**src/rtl/byte_packer.sv**
```systemverilog
`default_nettype none
// ============================================================================
// Module      : byte_packer
// Description : Packs a stream of 8-bit bytes, most-significant byte first,
//               into 64-bit words and pushes each complete word into a
//               downstream FIFO. Back-pressures the byte source while a
//               finished word is blocked. A flush closes a partial word with
//               zero padding.
// Revision    : 1.0 - initial release
// ============================================================================
module byte_packer (
    input  logic        clk,
    input  logic        rst,
    input  logic [7:0]  byte_in,
    input  logic        byte_in_valid,
    input  logic        flush,
    input  logic        fifo_full,
    output logic [63:0] word_out,
    output logic        word_out_valid,
    output logic        byte_in_stall,
    output logic [3:0]  byte_count,
    output logic        err
);

    // A word is complete once eight byte slots are accounted for, whether
    // by data or by flush padding.
    localparam logic [3:0] c_FULL_CNT = 4'd8;

    logic [63:0] r_word;
    logic [3:0]  r_cnt;
    logic        r_err;

    logic        w_complete;
    logic        w_accept;
    logic [63:0] w_base_word;
    logic [3:0]  w_base_cnt;
    logic [63:0] w_next_word;
    logic [3:0]  w_next_cnt;
    logic        w_next_err;

    // Handshake decode: push and stall both depend only on the held count,
    // the FIFO's full flag and reset, never on the incoming byte.
    always_comb begin
        w_complete     = (r_cnt == c_FULL_CNT);
        word_out_valid = w_complete && !fifo_full && !rst;
        byte_in_stall  = w_complete && fifo_full && !rst;
        w_accept       = byte_in_valid && !byte_in_stall;
    end

    // Next-state: a push empties the register first, so a byte arriving in
    // the same cycle becomes byte 0 of the next word without a bubble.
    always_comb begin
        w_base_word = word_out_valid ? 64'd0 : r_word;
        w_base_cnt  = word_out_valid ? 4'd0 : r_cnt;
        w_next_word = w_base_word;
        w_next_cnt  = w_base_cnt;

        if (w_accept) begin
            for (int i = 0; i < 8; i++) begin
                if (w_base_cnt == 4'(i)) begin
                    w_next_word[8*(7-i) +: 8] = byte_in;
                end
            end
            w_next_cnt = w_base_cnt + 4'd1;
        end

        // Flush only closes a word that holds some data but is not yet full;
        // the low bytes were cleared on the previous push, so they pad as 0.
        if (flush && (w_next_cnt != 4'd0) && (w_next_cnt != c_FULL_CNT)) begin
            w_next_cnt = c_FULL_CNT;
        end

        w_next_err = (byte_in_valid || flush) && byte_in_stall;
    end

    // State register: synchronous reset discards any partial or full word.
    always_ff @(posedge clk) begin
        if (rst) begin
            r_word <= 64'd0;
            r_cnt  <= 4'd0;
            r_err  <= 1'b0;
        end else begin
            r_word <= w_next_word;
            r_cnt  <= w_next_cnt;
            r_err  <= w_next_err;
        end
    end

    // Registered state drives the remaining outputs directly.
    always_comb begin
        word_out   = r_word;
        byte_count = r_cnt;
        err        = r_err;
    end

endmodule
`default_nettype wire
```
**config.mk**
```make
export PLATFORM = sky130hd
export DESIGN_NAME = byte_packer
export DESIGN_NICKNAME = d
export VERILOG_FILES = /design/src/rtl/byte_packer.sv
export SDC_FILE = /design/constraint.sdc
export NUM_CORES = 1
export LEC_CHECK = 0
export BUFFER_PORTS_ARGS = -buffer_cell sky130_fd_sc_hd__clkbuf_2
export CORE_MARGIN = 4
export CORE_UTILIZATION = 54
export CTS_CLUSTER_SIZE = 20
export DETAILED_ROUTE_END_ITERATION = 10
export PLACE_DENSITY_LB_ADDON = 0.3
export SYNTH_ARGS = -nofsm -noshare
export SYNTH_HDL_FRONTEND = slang
export SYNTH_SLANG_ARGS = --single-unit
```
**constraint.sdc**
```tcl
create_clock -name clk -period 6.1 [get_ports clk]
set_clock_uncertainty 0.05 [all_clocks]
set_input_delay 0.61 -clock clk [delete_from_list [all_inputs] [get_ports clk]]
set_output_delay 0.61 -clock clk [all_outputs]
set_load 0.01 [all_outputs]
```
# --- Word-level counts from Yosys, hierarchy flattened ---
# Index checks and enable logic that the tools add are counted.
word_totals:
  reg_bits: 69
  in_bits: 13
  output_inout_bits: 71
  word_cells: 42
op_classes:
  addsub: 1
  n_eq_ne: 9
  n_mux: 13
  reduce_logical: 15
ops:
  columns: ["cell", "count"]
  rows:
  - ["two-way mux 64 bit", 2]
  - ["two-way mux 8 bit", 8]
  - ["== test 4 x 3 -> 1 bit (second input constant)", 4]
  - ["two-way mux 4 bit", 3]
  - ["== test 4 x 2 -> 1 bit (second input constant)", 2]
  - ["logical AND 1 bit", 8]
  - ["adder 4 x 1 -> 4 bit (second input constant)", 1]
  - ["== test 4 x 1 -> 1 bit (second input constant)", 1]
  - ["== test 4 bit (second input constant)", 1]
  - ["logical NOT 4 bit", 1]
  - ["inequality test 4 bit (second input constant)", 1]
  - ["nonzero test 4 bit", 1]
  - ["logical NOT 1 bit", 3]
  - ["OR reduction 2 bit", 1]
  - ["logical OR 1 bit", 1]

# --- Logic depth before layout (Yosys ltp) ---
# Gate-level depths: netlist of run 1.
depth:
  depth_word: 10
  depth_mapped: 8
  depth_no_buf: 7

# --- Least setup slack after synthesis of run 1 ---
# OpenSTA, ideal clock, no wires.
synth_timing:
  path_kind: "register to register"
  startpoint: "register r_cnt[0] (netlist: byte_count[0])"
  endpoint: "register r_cnt[3] (netlist: byte_count[3])"
  setup_time_ns: 0.125
  t_arrival_ns: 2.118
  required_time_ns: 5.925
  slack_ns: 3.807
  stages_incl_launch_ff: 8
  path_buffers: 1
  period_less_slack_ns: 2.293
  path_cell_list: "dfxtp_1 inv_1 ha_1 nor4bb_4 buf_6 or4_1 o2111a_2 o41a_1"
synth_via:
  elab_chain_cells: 10
  word_cells_on_any_way: 15
  classes_between: "add/sub (1); eq/ne (2); mux (3); reduce/logical (9)"
synth_lines:
  columns: ["element", "line", "text"]
  rows:
  - ["from (decl)", "30", "logic [3:0] r_cnt;"]
  - ["from (signal assigned)", "84", "r_cnt <= w_next_cnt;"]
  - ["== test 4 bit", "44", "w_complete = (r_cnt == c_FULL_CNT);"]
  - ["logical AND 1 bit (on tied branches) (2 in a row)", "45, 46", null]
  - ["two-way mux 4 bit or logical NOT 1 bit (tied branches)", "54, 47", null]
  - ["adder 4 x 1 -> 4 bit or logical AND 1 bit (tied branches)", "64, 47", null]
  - ["two-way mux 4 bit *", "58", "if (w_accept) begin"]
  - ["nonzero test 4 bit", "69", "if (flush && (w_next_cnt != 4'd0) && (w_next_cnt != c_FULL_CNT)) begin"]
  - ["logical AND 1 bit (2 in a row)", "69", null]
  - ["two-way mux 4 bit *", "69", null]
# Every way passes the cells marked *; elsewhere a longest branch is shown, timed or not.
# A chain may end at the register's enable or synchronous reset.

# --- Worst setup path after layout of run 1 ---
layout_timing:
  startpoint: "input port rst"
  endpoint: "output port word_out_valid"
layout_via:
  elab_chain_cells: 2
layout_lines:
  columns: ["element", "line", "text"]
  rows:
  - ["from (decl)", "13", "input logic rst,"]
  - ["logical NOT 1 bit", "45", "word_out_valid = w_complete && !fifo_full && !rst;"]
  - ["logical AND 1 bit", "45", null]
  - ["to (decl)", "19", "output logic word_out_valid,"]
# No other way between the ends.

==> results of run 1 <==
## sequential cells by signal (all words and copies together), names as in the netlist
register and flops:
err 1, byte_count 4, word_out 64
## metrics by stage
step / cells / util
after floorplan: 315 / -
after global placement: 439 / 0.6512
after CTS: 455 / 0.6977
final: 455 / 0.6977
after global routing: 455 / 0.6977
after detailed placement: 439 / 0.6512
## how the worst max path moves through the flow
stage | slack, ns | endpoint | startpoint | depth (start not counted)
after CTS | 2.62 | word_out_valid | rst | 6
final | 2.57 | word_out_valid | rst | 6
after global routing | 2.37 | word_out_valid | byte_count[0]$_SDFF_PP0_ | 6
after floorplan | 3.81 | byte_count[3]$_SDFF_PP0_ | byte_count[0]$_SDFF_PP0_ | 7
after detailed placement | 2.62 | word_out_valid | rst | 6
after global placement | 2.66 | word_out_valid | rst | 6
## cell type report
type	count	share of cell area
multi-input combinational	212	0.3637
tap	67	0.02494
clock buffer	10	0.04095
inverter	7	0.007818
sequential	69	0.4110
timing repair buffer	84	0.1258
clock inverter	6	0.02569
## power groups by stage
stage	combinational (mW)	sequential [mW]	clock, mW
after floorplan	0.0545	0.481	0
after global placement	0.0829	0.478	0
after detailed placement	0.0849	0.478	0
after CTS	0.0852	0.467	0.418
after global routing	0.0938	0.469	0.441
final	0.0861	0.468	0.413
## placed cells by master (no fill, tap or decap), drive strengths merged
| cell type | instances |
|---|---|
| o211ai | 4 |
| bufinv | 2 |
| a211oi | 1 |
| or4bb | 1 |
| dfxtp | 69 |
| nor4 | 1 |
| and4b | 4 |
| o41a | 1 |
| nor3b | 1 |
| a21oi | 39 |
| clkinv | 3 |
| o211a | 4 |
| or4 | 1 |
| o2111a | 1 |
| clkinvlp | 1 |
| buf | 1 |
| o31a | 1 |
| nor2b | 1 |
| and2 | 1 |
| a22oi | 32 |
| nand4 | 1 |
| nor4bb | 1 |
| ha | 5 |
| nand3 | 34 |
| nand2 | 37 |
| a2111oi | 1 |
| inv | 7 |
| nor2 | 35 |
| o21a | 1 |
| clkbuf | 93 |
| xnor2 | 1 |
| a21boi | 1 |
| or3 | 1 |
| a211o | 1 |
## worst max-delay path: stages
cell      delay (ns)
clkbuf_2        0.08
buf_4           0.33
nor4bb_4        0.64
nand2_1         0.77
inv_1           0.25
clkbuf_2        0.17
## layer usage
layer	GRT usage	wire (um)
met1	0.2969	3084
met2	0.3880	3476
met3	0.05669	544
met4	0.1151	138
met5	0	0
## kinds of logic after synthesis
group / Yosys count / share of synthesized area
xor gates and xnor gates: 1 / 0.003188
DFF: 69 / 0.5027
and+or+nand+nor: 119 / 0.2067
buffers and inverters: 34 / 0.05237
adders and majority gates: 5 / 0.02277
AOI/OAI and AO/OA: 87 / 0.2122
==> out/metrics.cfg, run 1 <==
[cts]
post_cts_buffers=0
cts_max_path_buffers=2
cts_buffers=9
cts_resized=0
cts_tree=built
holdBufCountCts=0
clk_latency_ns=0.34
htreeDepth=3
cts.sinks=69
cts-root-buf=clkbuf_8
path_clk_slew_ns=0.07

[job]
maxCapViolCount=0

[critical_path]
endpoint_kind=output port
crit_type=in -> out
r2r-start=byte_count[0]$_SDFF_PP0_
critPathRequiredTime_ns=5.44
path_max_fanout=71
reg2regPathDepth=7
reg2reg_to=byte_count[1]$_SDFF_PP0_
cp-start-kind=input port
timing.critical_path.arrival_ns=2.87
reg2reg_slack_ns=3.13

[route]
wl_per_cell_um=15.92
ant_nets=0
drcViolationCount=0
vias=2588
drt_wl_total_um=7244
dr.pass1.iters=4
drt_iter0_drc=173
routed_via_density=5.688

[floorplan]
die-area_mm2=0.006293
die_h_um=79.33
rows=25
io_pins=84
die_w_um=79.33
core_mm2=0.004817
initial_core_util=0.5704

[logic_synthesis]
synth_top_area_cell=dfxtp_1
syn-num-nets=333
synth_common_cells=dfxtp_1 (69), a21oi_1 (39), nand2_1 (37)
avgSynthCellArea_um2=8.723
synth.cell_area_mm2=0.002748
synth_top_area_frac=0.5027
synthCells=315
ys_seq_area_frac=0.5027
post-synth-top-count-cell=dfxtp_1
yosysUniqueCellTypes=33
synth_edf_count=0
synth_seq_cells=69
synthArstFlopShare=0
synthTopCellsByArea=dfxtp_1 (50%), a22oi_1 (8.7%), a21oi_1 (7.1%)
ys.flop_type=dfxtp_1
yosysWarnings=0

[timing]
final.setup.worst_slack_ns=2.575
fmaxAchievable_mhz=283.7
setup_viol=0
min_period_over_period=0.5779
tightest_slew_ns=1.043
final.setup.tns_ns=0
hold_ws_ns=0.4164
report.final.hold_viol_count=0
drv_slew=0
rsz0062_at_grt=false
period_minus_slack_ns=3.525
slew_headroom=0.3029

[cells_and_area]
finalInstanceArea_mm2=0.003361
drive_above_1_share=0.2680
area_growth_pct=22.31
final_nets=401
fill_cells=424
antenna_cells=0
multiInputGateArea_mm2=0.001222
register_area_mm2=0.001381

[worst_hold_path]
hold_path_class=reg -> reg
worstHoldStart=word_out[42]$_SDFF_PP0_
hold_end=word_out[42]$_SDFF_PP0_
hold_depth=2

[power]
clock_power_share=0.427
power_density_mw_per_mm2=287.7
power_switching_mw=0.2382
p_seq_frac=0.484
finalPower_mw=0.9667
ir_worst_vdd_v=0.0002156
p_sw_frac=0.2464
share_comb_of_total_power=0.089
leakage_nw=1.413
p_int_mw=0.7285

[global_route]
grt_pass1_wl_um=11600
grt_pass1_vias=2402
antenna_found_initial=0
grt_start_max_net_pins=72
grt_usage=0.2388
grt.overflow.total=0

[placed_design]
place_ws_ns=2.620
dp_hpwl_um=4824
portBuffers=83
place.gp.congestion=0.8130
placed_area_mm2=0.003137

[status]
status=finished clean

Note: power is estimated with default switching activity, not from simulation.
==> run 2: changes to the inputs <==
- ABC_AREA: not set -> 1
- CORE_UTILIZATION: 54 -> 45
- clock period: 6.1 -> 3.1 ns (I/O delays scaled with it)
==> out/metrics.cfg, run 2 <==
[critical_path]
crit_type=reg -> out
critPathRequiredTime_ns=2.74
cp-start-kind=flip-flop
reg2reg_to=word_out[33]$_SDFF_PP0_
r2r-start=byte_count[0]$_SDFF_PP0_
reg2regPathDepth=11
path_max_fanout=33
endpoint_kind=output port
timing.critical_path.arrival_ns=2.10
reg2reg_slack_ns=0.91

[cts]
clk_latency_ns=0.34
cts_buffers=9
path_clk_slew_ns=0.07
holdBufCountCts=0
htreeDepth=3
cts-root-buf=clkbuf_8
cts_max_path_buffers=2
cts.sinks=69
cts_tree=built
post_cts_buffers=0
cts_resized=0

[global_route]
grt_usage=0.2059
antenna_found_initial=0
grt_pass1_vias=2364
grt.overflow.total=0
grt_pass1_wl_um=11790
grt_start_max_net_pins=34

[route]
ant_nets=0
drt_iter0_drc=200
routed_via_density=5.039
vias=2595
drt_wl_total_um=7238
drcViolationCount=0
wl_per_cell_um=14.05
dr.pass1.iters=4

[power]
power_density_mw_per_mm2=530.4
finalPower_mw=1.778
ir_worst_vdd_v=0.0003791
leakage_nw=1.544

[placed_design]
place_ws_ns=0.9218
place.gp.congestion=0.8709
dp.cells=499
dp_hpwl_um=4971
placed_area_mm2=0.003174
portBuffers=83

[logic_synthesis]
yosysWarnings=0
synth_seq_cells=69
syn-num-nets=375
synthCells=357
synth_edf_count=0
ys.flop_type=dfxtp_1
synth.cell_area_mm2=0.002705
synth_top_area_cell=dfxtp_1
synthArstFlopShare=0
yosysUniqueCellTypes=15
post-synth-top-count-cell=dfxtp_1
avgSynthCellArea_um2=7.577
synthTopCellsByArea=dfxtp_1 (51%), a21oi_1 (12%), o21ai_0 (12%)
ys_seq_area_frac=0.5106
synth_top_area_frac=0.5106
synth_common_cells=dfxtp_1 (69), a21oi_1 (67), o21ai_0 (64)

[floorplan]
die_h_um=85.53
io_pins=84
initial_core_util=0.4766
die_w_um=85.53
core_mm2=0.005675
die-area_mm2=0.007315
rows=27

[cells_and_area]
final_common_cell=clkbuf_2
final_cell_mix=clkbuf_2 (83), dfxtp_1 (69), a21oi_1 (67)
finalInstanceArea_mm2=0.003352
area_growth_pct=23.91
antenna_cells=0
largest_register_ff_count=64
instances_no_fill=515
drive_above_1_share=0.2664
final_nets=456
fin_util=0.5906

[timing]
final.setup.tns_ns=0
report.final.hold_viol_count=0
setup_viol=0
fmaxAchievable_mhz=407.1
slew_headroom=0.7282
hold_ws_ns=0.1274
min_period_over_period=0.7923
tightest_slew_ns=0.4072
final.setup.worst_slack_ns=0.6437
period_minus_slack_ns=2.456
drv_slew=0
rsz0062_at_grt=false

[worst_hold_path]
hold_end=byte_count[3]$_SDFF_PP0_
worstHoldStart=rst
hold_path_class=in -> reg
hold_depth=2

[status]
status=finished clean

[job]
maxCapViolCount=0

==> run 2: cell count changes after synthesis, moves of 6 or more <==
cell and delta:
clkbuf_1 -7, a21oi_1 +28, nand2_1 +11, o21ai_0 +64, inv_2 +6, nor2_1 +18
nand3_1 -31, a22oi_1 -32, nand2_2 +8, inv_1 +8
==> run 2: how the worst max path moves through the flow <==
stage	to	cells past startpoint	from	slack (ns)
global route	word_out_valid	8	byte_count[0]$_SDFF_PP0_	0.49
detailed placement	word_out[38]$_SDFF_PP0_	12	byte_count[1]$_SDFF_PP0_	0.92
CTS	word_out_valid	8	byte_count[1]$_SDFF_PP0_	0.62
finish	word_out_valid	8	byte_count[1]$_SDFF_PP0_	0.64
floorplan	word_out_valid	8	byte_count[0]$_SDFF_PP0_	1.20
global placement	word_out[38]$_SDFF_PP0_	12	byte_count[0]$_SDFF_PP0_	1.02
==> run 2: cell type report <==
cell class,count,area (um^2)
Fill cell,573,2323
Sequential cell,69,1381
Multi-Input combinational cell,250,1179
Timing Repair Buffer,87,445.4
Clock buffer,12,155.1
Tap cell,72,90.09
Inverter,21,78.83
Clock inverter,4,22.52
==> run 2: cell families after synthesis <==
kind of cell | Yosys count | share of synthesized area
simple gates | 114 | 0.1693
fa+ha+maj | 5 | 0.02313
buf+inv | 38 | 0.05457
compound gates | 131 | 0.2424
flops | 69 | 0.5106
==> run 2: critical path, stage by stage (launching register included) <==
cell and delay (ns):
dfxtp_1 0.43, inv_1 0.12, ha_1 0.20, nand2_1 0.08, nor2_2 0.06, nand2_2 0.28
buf_4 0.38, inv_1 0.07, clkbuf_2 0.13
==> run 2: report_power, final <==
part           internal (mW)  total [mW]  leakage [nW]  switching [mW]
clock network          0.330       0.652        0.0921           0.322
logic                 0.0652       0.194         0.893           0.129
registers              0.914       0.932         0.559          0.0181
total                   1.31        1.78          1.54           0.469
==> run 2: per-layer routing <==
| layer | global-route usage | share of wire |
|---|---|---|
| met4 | 0.08921 | 0.011 |
| met5 | 0 | 0 |
| met1 | 0.2776 | 0.43 |
| met2 | 0.3058 | 0.46 |
| met3 | 0.06052 | 0.10 |
